===== src/rtl/elevator_pkg.sv =====
// Shared definitions for the elevator control blocks.
//   SEC_W_DEF : default width of the seconds count from the clock source
//   S_*       : state encodings for the door-hold timer
//   state_e   : typed state enum built on those encodings
package elevator_pkg;

   localparam int unsigned SEC_W_DEF = 4;

   localparam logic [1:0] S_IDLE  = 2'd0;
   localparam logic [1:0] S_CLEAR = 2'd1;
   localparam logic [1:0] S_RUN   = 2'd2;
   localparam logic [1:0] S_DONE  = 2'd3;

   typedef enum logic [1:0] {
      StIdle  = S_IDLE,
      StClear = S_CLEAR,
      StRun   = S_RUN,
      StDone  = S_DONE
   } state_e;

endpackage


===== src/rtl/door_hold_timer.sv =====
// Door-hold timer: consumer end of the seconds-count interface from the elevator clock source.
// Arms an N-second hold interval, restarts the clock source, counts second ticks and pulses
// o_expired when the interval has elapsed. Supports extend (re-arm) and cancel.
// Ports:
//   i_clk       system clock
//   i_reseta    synchronous active-high reset
//   i_start     1-cycle pulse: arm with i_hold_sec
//   i_hold_sec  hold interval in seconds, sampled only with i_start
//   i_extend    1-cycle pulse: restart the current interval with the latched hold value
//   i_cancel    1-cycle pulse: abort without an expired pulse
//   i_sec_in    seconds count from the clock source (wraps)
//   o_sec_clr   to clock source reset input, high for the single CLEAR cycle
//   o_busy      high while in CLEAR or RUN
//   o_expired   1-cycle pulse when the interval elapses
//   o_remaining seconds left in the current interval (0 when idle)
module door_hold_timer
   import elevator_pkg::*;
#(
   parameter int unsigned SEC_W = SEC_W_DEF
) (
   input  logic             i_clk,
   input  logic             i_reseta,
   input  logic             i_start,
   input  logic [SEC_W-1:0] i_hold_sec,
   input  logic             i_extend,
   input  logic             i_cancel,
   input  logic [SEC_W-1:0] i_sec_in,
   output logic             o_sec_clr,
   output logic             o_busy,
   output logic             o_expired,
   output logic [SEC_W-1:0] o_remaining
);

   state_e           r_state;
   logic [SEC_W-1:0] r_hold;
   logic [SEC_W-1:0] r_sec_prev;
   logic [SEC_W-1:0] r_remaining;
   logic             r_sec_clr;
   logic             r_busy;
   logic             r_expired;
   logic             w_tick;

   // Ticks are detected by change, so a wrap from max to 0 still counts as one second.
   assign w_tick = (i_sec_in != r_sec_prev);

   // Outputs are registered together with the state they belong to, so each output
   // assignment below describes the value seen during the next state.
   always_ff @(posedge i_clk) begin
      if (i_reseta) begin
         r_state     <= StIdle;
         r_hold      <= '0;
         r_sec_prev  <= '0;
         r_remaining <= '0;
         r_sec_clr   <= 1'b0;
         r_busy      <= 1'b0;
         r_expired   <= 1'b0;
      end else if (i_cancel) begin
         r_state     <= StIdle;
         r_remaining <= '0;
         r_sec_clr   <= 1'b0;
         r_busy      <= 1'b0;
         r_expired   <= 1'b0;
      end else begin
         case (r_state)
            StIdle: begin
               r_expired <= 1'b0;
               if (i_start) begin
                  r_state   <= StClear;
                  r_hold    <= i_hold_sec;
                  r_sec_clr <= 1'b1;
                  r_busy    <= 1'b1;
               end
            end

            StClear: begin
               if (i_start) begin
                  // Re-arm while still clearing: reload and hold the source in reset.
                  r_hold <= i_hold_sec;
               end else begin
                  r_sec_clr   <= 1'b0;
                  r_remaining <= r_hold;
                  // The source restarts at 0 next cycle, so align the tick reference.
                  r_sec_prev  <= '0;
                  if (r_hold == '0) begin
                     r_state   <= StDone;
                     r_busy    <= 1'b0;
                     r_expired <= 1'b1;
                  end else begin
                     r_state <= StRun;
                  end
               end
            end

            StRun: begin
               r_sec_prev <= i_sec_in;
               if (i_start) begin
                  r_state   <= StClear;
                  r_hold    <= i_hold_sec;
                  r_sec_clr <= 1'b1;
               end else if (i_extend) begin
                  // Any tick in this cycle is dropped; the interval restarts in full.
                  r_state   <= StClear;
                  r_sec_clr <= 1'b1;
               end else if (w_tick && (r_remaining != '0)) begin
                  r_remaining <= r_remaining - SEC_W'(1);
                  if (r_remaining == SEC_W'(1)) begin
                     r_state   <= StDone;
                     r_busy    <= 1'b0;
                     r_expired <= 1'b1;
                  end
               end
            end

            StDone: begin
               r_expired   <= 1'b0;
               r_remaining <= '0;
               if (i_start) begin
                  r_state   <= StClear;
                  r_hold    <= i_hold_sec;
                  r_sec_clr <= 1'b1;
                  r_busy    <= 1'b1;
               end else begin
                  r_state <= StIdle;
               end
            end

            default: begin
               r_state     <= StIdle;
               r_remaining <= '0;
               r_sec_clr   <= 1'b0;
               r_busy      <= 1'b0;
               r_expired   <= 1'b0;
            end
         endcase
      end
   end

   assign o_sec_clr   = r_sec_clr;
   assign o_busy      = r_busy;
   assign o_expired   = r_expired;
   assign o_remaining = r_remaining;

endmodule


===== config.mk =====
export PLATFORM = sky130hd
export DESIGN_NAME = door_hold_timer
export DESIGN_NICKNAME = d
export VERILOG_FILES = /design/src/rtl/elevator_pkg.sv /design/src/rtl/door_hold_timer.sv
export SDC_FILE = /design/constraint.sdc
export NUM_CORES = 1
export LEC_CHECK = 0
export CORE_MARGIN = 2
export CORE_UTILIZATION = 53
export CTS_CLUSTER_DIAMETER = 30
export DETAILED_ROUTE_END_ITERATION = 16
export DONT_BUFFER_PORTS = 1
export PLACE_DENSITY = 0.77
export SLEW_MARGIN = 20
export SYNTH_ARGS = -nofsm -noshare
export SYNTH_HDL_FRONTEND = slang
export SYNTH_SLANG_ARGS = --single-unit

===== constraint.sdc =====
create_clock -name i_clk -period 2 [get_ports i_clk]
set_input_delay 0 -clock i_clk [delete_from_list [all_inputs] [get_ports i_clk]]
set_output_delay 0 -clock i_clk [all_outputs]
set_load 0.02 [all_outputs]

# After elaboration in Yosys (flattened, before gate mapping)
# Cells that the tools add are included.
[classes]
bitwise_logic = 1
reduce_logical = 16
n_eq_ne = 17
n_mux = 37
add_sub_neg = 1
[op_table]
columns = ["cell", "count"]
rows = [
  ["4-bit two-way mux", 7],
  ["1-bit two-way mux", 18],
  ["2-bit inequality test (second input constant)", 7],
  ["2-bit two-way mux", 6],
  ["4-bit one-hot mux with 3 select lines", 1],
  ["1-bit one-hot mux with 3 select lines", 3],
  ["4-bit inequality test (second input constant)", 2],
  ["2-bit one-hot mux with 4 select lines", 1],
  ["4-bit one-hot mux with 2 select lines", 1],
  ["7-bit AND reduction", 1],
  ["3-bit AND reduction", 2],
  ["6-bit AND reduction", 1],
  ["5-bit AND reduction", 1],
  ["2-bit equality test (second input constant)", 2],
  ["4-bit by 1-bit equality test with 1-bit output (second input constant)", 1],
  ["4-bit zero test", 1],
  ["2-bit by 1-bit inequality test with 1-bit output (second input constant)", 2],
  ["4-bit inequality test", 1],
  ["4-bit AND reduction", 1],
  ["4-bit nonzero test", 1],
  ["2-bit OR reduction", 2],
  ["4-bit OR reduction", 1],
  ["4-bit by 1-bit subtractor with 4-bit output (second input constant)", 1],
  ["3-bit inequality test (second input constant)", 1],
  ["other kinds (7)", 7],
]
[totals]
regBits = 17
output_inout_bits = 7
input_bits = 13
wordCells = 79

# Longest topological paths before layout
[logic_depth]
word_depth = 6
ltp_mapped = 8
depth_no_buf = 6

# Worst setup path before layout
# Ideal clock, no wire load.
[synth_timing]
path_kind = "reg-to-reg"
from = "register r_remaining[0] (netlist: o_remaining[0])"
to = "register r_expired (netlist: o_expired)"
setup_time_ns = 0.072
required_ns = 1.928
n_path_buf = 0
arrival_time_ns = 1.956
path_stages_with_launch = 7
period_less_slack_ns = 2.028
path_slack_ns = -0.028
cell_sequence = "dfxtp_1 > inv_1 > ha_1 > or4b_1 > o31a_1 > a211oi_2 > mux2i_1"
[synth_between]
elab_chain_len = 4
word_cells_on_any_way = 6
classes_between = "3 x eq/ne; 3 x reduce/logical"
[synth_lines]
columns = ["item", "line_no", "text"]
rows = [
  ["start, declared", "door_hold_timer.sv:37", "logic [SEC_W-1:0] r_remaining;"],
  ["start signal, assigned", "door_hold_timer.sv:81", "r_remaining <= r_hold;"],
  ["start signal, assigned", "door_hold_timer.sv:105", "r_remaining <= r_remaining - SEC_W'(1);"],
  ["4-bit nonzero test", "door_hold_timer.sv:104", "end else if (w_tick && (r_remaining != '0)) begin"],
  ["1-bit logical AND", "door_hold_timer.sv:104", ""],
  ["2-bit inequality test (no source line)", "n/a", ""],
  ["6-bit AND reduction (no source line) *", "n/a", ""],
  ["end signal, assigned", "door_hold_timer.sv:109", "r_expired <= 1'b1;"],
  ["end signal, assigned", "door_hold_timer.sv:115", "r_expired <= 1'b0;"],
  ["end signal, assigned", "door_hold_timer.sv:132", "r_expired <= 1'b0;"],
  ["end, declared", "door_hold_timer.sv:40", "logic r_expired;"],
]
# Every way passes the cells marked *; elsewhere a longest branch is shown, timed or not.
# A chain may end at the register's enable or synchronous reset.

# Worst setup path in the final report
[layout_timing]
from = "register r_state[0]"
to = "register r_hold[0]"
[layout_between]
elab_chain_len = 4
word_cells_on_any_way = 7
classes_between = "4 x eq/ne; 3 x reduce/logical"
[layout_lines]
columns = ["item", "line_no", "text"]
rows = [
  ["start, declared", "door_hold_timer.sv:34", "state_e r_state;"],
  ["start signal, assigned", "door_hold_timer.sv:50", "r_state <= StIdle;"],
  ["start signal, assigned", "door_hold_timer.sv:58", "r_state <= StIdle;"],
  ["start signal, assigned", "door_hold_timer.sv:68", "r_state <= StClear;"],
  ["2-bit equality test, or another cell as far along", "door_hold_timer.sv:64", "case (r_state)"],
  ["4-bit OR reduction (no source line) *", "n/a", ""],
  ["2-bit by 1-bit inequality test with 1-bit output (no source line) *", "n/a", ""],
  ["2-bit AND reduction (no source line) *", "n/a", ""],
  ["end signal, assigned", "door_hold_timer.sv:69", "r_hold <= i_hold_sec;"],
  ["end signal, assigned", "door_hold_timer.sv:78", "r_hold <= i_hold_sec;"],
  ["end signal, assigned", "door_hold_timer.sv:98", "r_hold <= i_hold_sec;"],
  ["end, declared", "door_hold_timer.sv:35", "logic [SEC_W-1:0] r_hold;"],
]
# Marks and branches as above.

==> qor.tcl <==
set qor(syn-num-nets) 150
set qor(clock_path_buffers) 2
set qor(critical_path.startpoint_type) {register}
set qor(synth_compound_gate_area_share) 0.218
set qor(number_of_global_route_vias_before_repair) 1039
set qor(timing_max_transition_violations_final) 0
set qor(final.setup.tns_ps) 0
set qor(design.core.area_sq_mm) 0.00194
set qor(clock-skew-final_ps) 2.26
set qor(vdd_drop_max_uv) 434
set qor(insertion_delay_ps) 300
set qor(critPathKind) {register to register}
set qor(fin_crit_sh) 0.962
set qor(async_flop_share) 0
set qor(clock-sinks) 17
set qor(avgSynthCellArea_sq_um) 8.46
set qor(detail_route.first_pass.iterations) 4
set qor(synth.yosys.warnings) 0
set qor(portBuffers) 0
set qor(globalplace.congestion) 0.834
set qor(setup-violations-final) 0
set qor(boundaryPins) 20
set qor(die_height_um) 49.4
set qor(final.min_clock_period_ps) 1920
set qor(drive_gt1_frac) 0.118
set qor(pwr_density_cell_mw_per_mm2) 529
set qor(detailroute.via_count) 1009
set qor(hold_violation_count_in_the_final_report) 0
set qor(design.die.area_sq_mm) 0.00244
set qor(detailedPlace.worstSlack_ps) 139
set qor(initial_standard_cell_utilization_of_the_core) 0.562
set qor(first_iter_violations) 26
set qor(post_synth_xor_area_fraction) 0.0321
set qor(drt_drc) 0
set qor(antenna_cells_inserted) 0
set qor(post_cts_buffers) 0
set qor(largest_net_degree_at_the_start_of_global_routing) 20
set qor(path_max_fanout) 19
set qor(area_growth_syn_to_layout_pct) 17.7
set qor(antenna_found_initial) 0
set qor(grt_first_pass_wirelength_mm) 4.49
set qor(cp.arrival_ps) 2120
set qor(yosys.area_share.adder) 0.0917
set qor(timing.max_slew.rel_slack) 0.550
set qor(num-nets-final) 166
set qor(worst_pin_slew_ps) 673
set qor(hpwl_mm) 1.83
set qor(reg2reg_setup_slack_ps) 80
set qor(outcome) {finished, final reports clean}
set qor(synth.ff_latch_count) 17
set qor(clkSlewWorstSetupHoldPaths_ps) 100
set qor(dominantRegCellSynth) {sky130_fd_sc_hd__dfxtp_1}
set qor(drt.antenna.violating_nets) 0
set qor(cell_accounting_for_the_most_synthesized_area) {sky130_fd_sc_hd__dfxtp_1}
set qor(route.detailed.wl_per_inst_um) 15.7
set qor(detail_route.vias_per_cell) 5.90
set qor(synthCells) 129
set qor(crit_path_end_kind) {register}
set qor(post-route-util) 0.661
set qor(number_of_different_library_cells_in_the_post_synthesis_netlist) 42
set qor(cts-buffers-inserted) 3
set qor(synth-seq-area-share) 0.312
set qor(cts.root.buffer_cell) {sky130_fd_sc_hd__clkbuf_4}
set qor(synthDominantCellAreaShare) 0.312
set qor(routed_wl_mm) 2.68
set qor(site_row_count) 16
set qor(postLayoutSetupSlackWorst_ps) 76.4
set qor(layout.filler_cells) 172
set qor(synth_area_sq_mm) 0.00109
set qor(p_leak_uw) 0.000490
set qor(synth.area.mux_share) 0.0734
set qor(synth.area.top_cells) {sky130_fd_sc_hd__dfxtp_1 31%, sky130_fd_sc_hd__ha_1 9.2%, sky130_fd_sc_hd__mux2i_1 7.3%, sky130_fd_sc_hd__nand2_1 4.8%, sky130_fd_sc_hd__a21oi_1 4.6%}
set qor(groute.usage.overall) 0.241
set qor(timing.critical_path.required_ps) 2190
set qor(cts.htree.levels) 1
set qor(fmax_mhz) 520
set qor(maxCapViolCount) 0
set qor(kind_of_path_behind_the_tightest_hold_check) {primary input to register}
set qor(die_w_um) 49.4
set qor(grt.overflow.total) 0
set qor(synth_simple_gate_area_share) 0.225
set qor(main_combinational_cell_family_by_area_after_synthesis) {simple AND/OR/NAND/NOR gates}
set qor(tritoncts) {done}
set qor(synth_enable_flop_cells) 0
[cells in the final DEF, fill, tap and decap left out, types with 2 or more instances in the layout]
master and count:
sky130_fd_sc_hd__a211oi_1 2, sky130_fd_sc_hd__a21o_1 3, sky130_fd_sc_hd__a21oi_1 10, sky130_fd_sc_hd__buf_4 5, sky130_fd_sc_hd__clkbuf_4 3, sky130_fd_sc_hd__dfxtp_1 16, sky130_fd_sc_hd__dlygate4sd3_1 11, sky130_fd_sc_hd__ha_1 7
sky130_fd_sc_hd__inv_1 7, sky130_fd_sc_hd__mux2i_1 8, sky130_fd_sc_hd__nand2_1 14, sky130_fd_sc_hd__nand2b_1 3, sky130_fd_sc_hd__nand3_1 4, sky130_fd_sc_hd__nor2_1 8, sky130_fd_sc_hd__nor2b_1 2, sky130_fd_sc_hd__nor3_1 2
sky130_fd_sc_hd__nor4_1 2, sky130_fd_sc_hd__o21ai_0 5, sky130_fd_sc_hd__o311a_1 2, sky130_fd_sc_hd__o31a_1 2, sky130_fd_sc_hd__xnor2_1 4
[critical path, cell delays in order (launching register included)]
cell,delay [ps]
sky130_fd_sc_hd__dfxtp_1,450
sky130_fd_sc_hd__inv_1,90
sky130_fd_sc_hd__ha_1,210
sky130_fd_sc_hd__buf_4,200
sky130_fd_sc_hd__nor4_1,410
sky130_fd_sc_hd__o21bai_2,180
sky130_fd_sc_hd__mux2i_1,200
sky130_fd_sc_hd__nor2_1,60
[what timing repair did]
item	CTS	global route
endpoints found under the hold margin	10	0
endpoints found under the setup margin	0	5
hold buffers	11	0
gates resized for setup	0	4
[final timing paths]
path                       from              to  cells past startpoint
setup / recovery     r_state[0]       r_hold[0]                      7
hold / removal         i_reseta  o_remaining[0]                      2
setup reg to reg     r_state[0]       r_hold[0]                      7
hold reg to reg   r_sec_prev[2]   r_sec_prev[2]                      2
[registers in the layout, summed over array words and instances, names as in the netlist]
| signal | cells |
|---|---|
| r_sec_prev | 4 |
| o_remaining | 4 |
| r_state | 2 |
| r_hold | 4 |
| o_busy | 1 |
| o_sec_clr | 1 |
| o_expired | 1 |
[metal layers]
| metal | track usage | wire length [um] |
|---|---|---|
| met1 | 0.280 | 1200 |
| met2 | 0.444 | 1370 |
| met3 | 0.0368 | 63 |
| met4 | 0.0833 | 42 |
| met5 | 0 | 0 |
[cells by family (layout without fill, tap and decap cells)]
logic type | after synthesis | count (layout)
fa+ha+maj | 8 | 8
compound gates | 34 | 34
xor+xnor | 4 | 4
mux | 8 | 8
buf+inv | 12 | 27
flops | 17 | 17
simple gates | 46 | 46
[cells in the mapped netlist, drive strengths merged, types with 2 or more instances]
master  number
dfxtp       17
nand2       14
a21oi       10
ha           8
mux2i        8
nor2         8
inv          7
o21ai        5
nand3        4
xnor2        4
a211oi       3
a21o         3
clkbuf       3
nand2b       3
o31a         3
buf          2
nor2b        2
nor3         2
nor4         2
o311a        2
or3b         2
[final cells by class]
type	count	area [sq um]	area share
Multi-Input combinational cell	100	708	0.552
Inverter	7	26.3	0.0205
Tap cell	27	33.8	0.0263
Sequential cell	17	342	0.266
Timing Repair Buffer	16	148	0.115
Clock buffer	4	26.3	0.0205
[where the power goes]
part / internal (uW) / switching, uW
clock: 77.9 / 120
combinational: 57.6 / 60.6
sequential: 349 / 13.1
[stage by stage]
step / area, sq um / hold slack, ps / power, uW / cells
after floorplan: 1090 / 144 / 451 / 129
after global placement: 1140 / 70.4 / 462 / 156
after detailed placement: 1140 / 73.6 / 466 / 156
after CTS: 1270 / 4.90 / 675 / 171
after global routing: 1280 / 23.0 / 701 / 171
final: 1280 / 4.64 / 679 / 171
No activity file was read; power rests on OpenSTA's default activity.
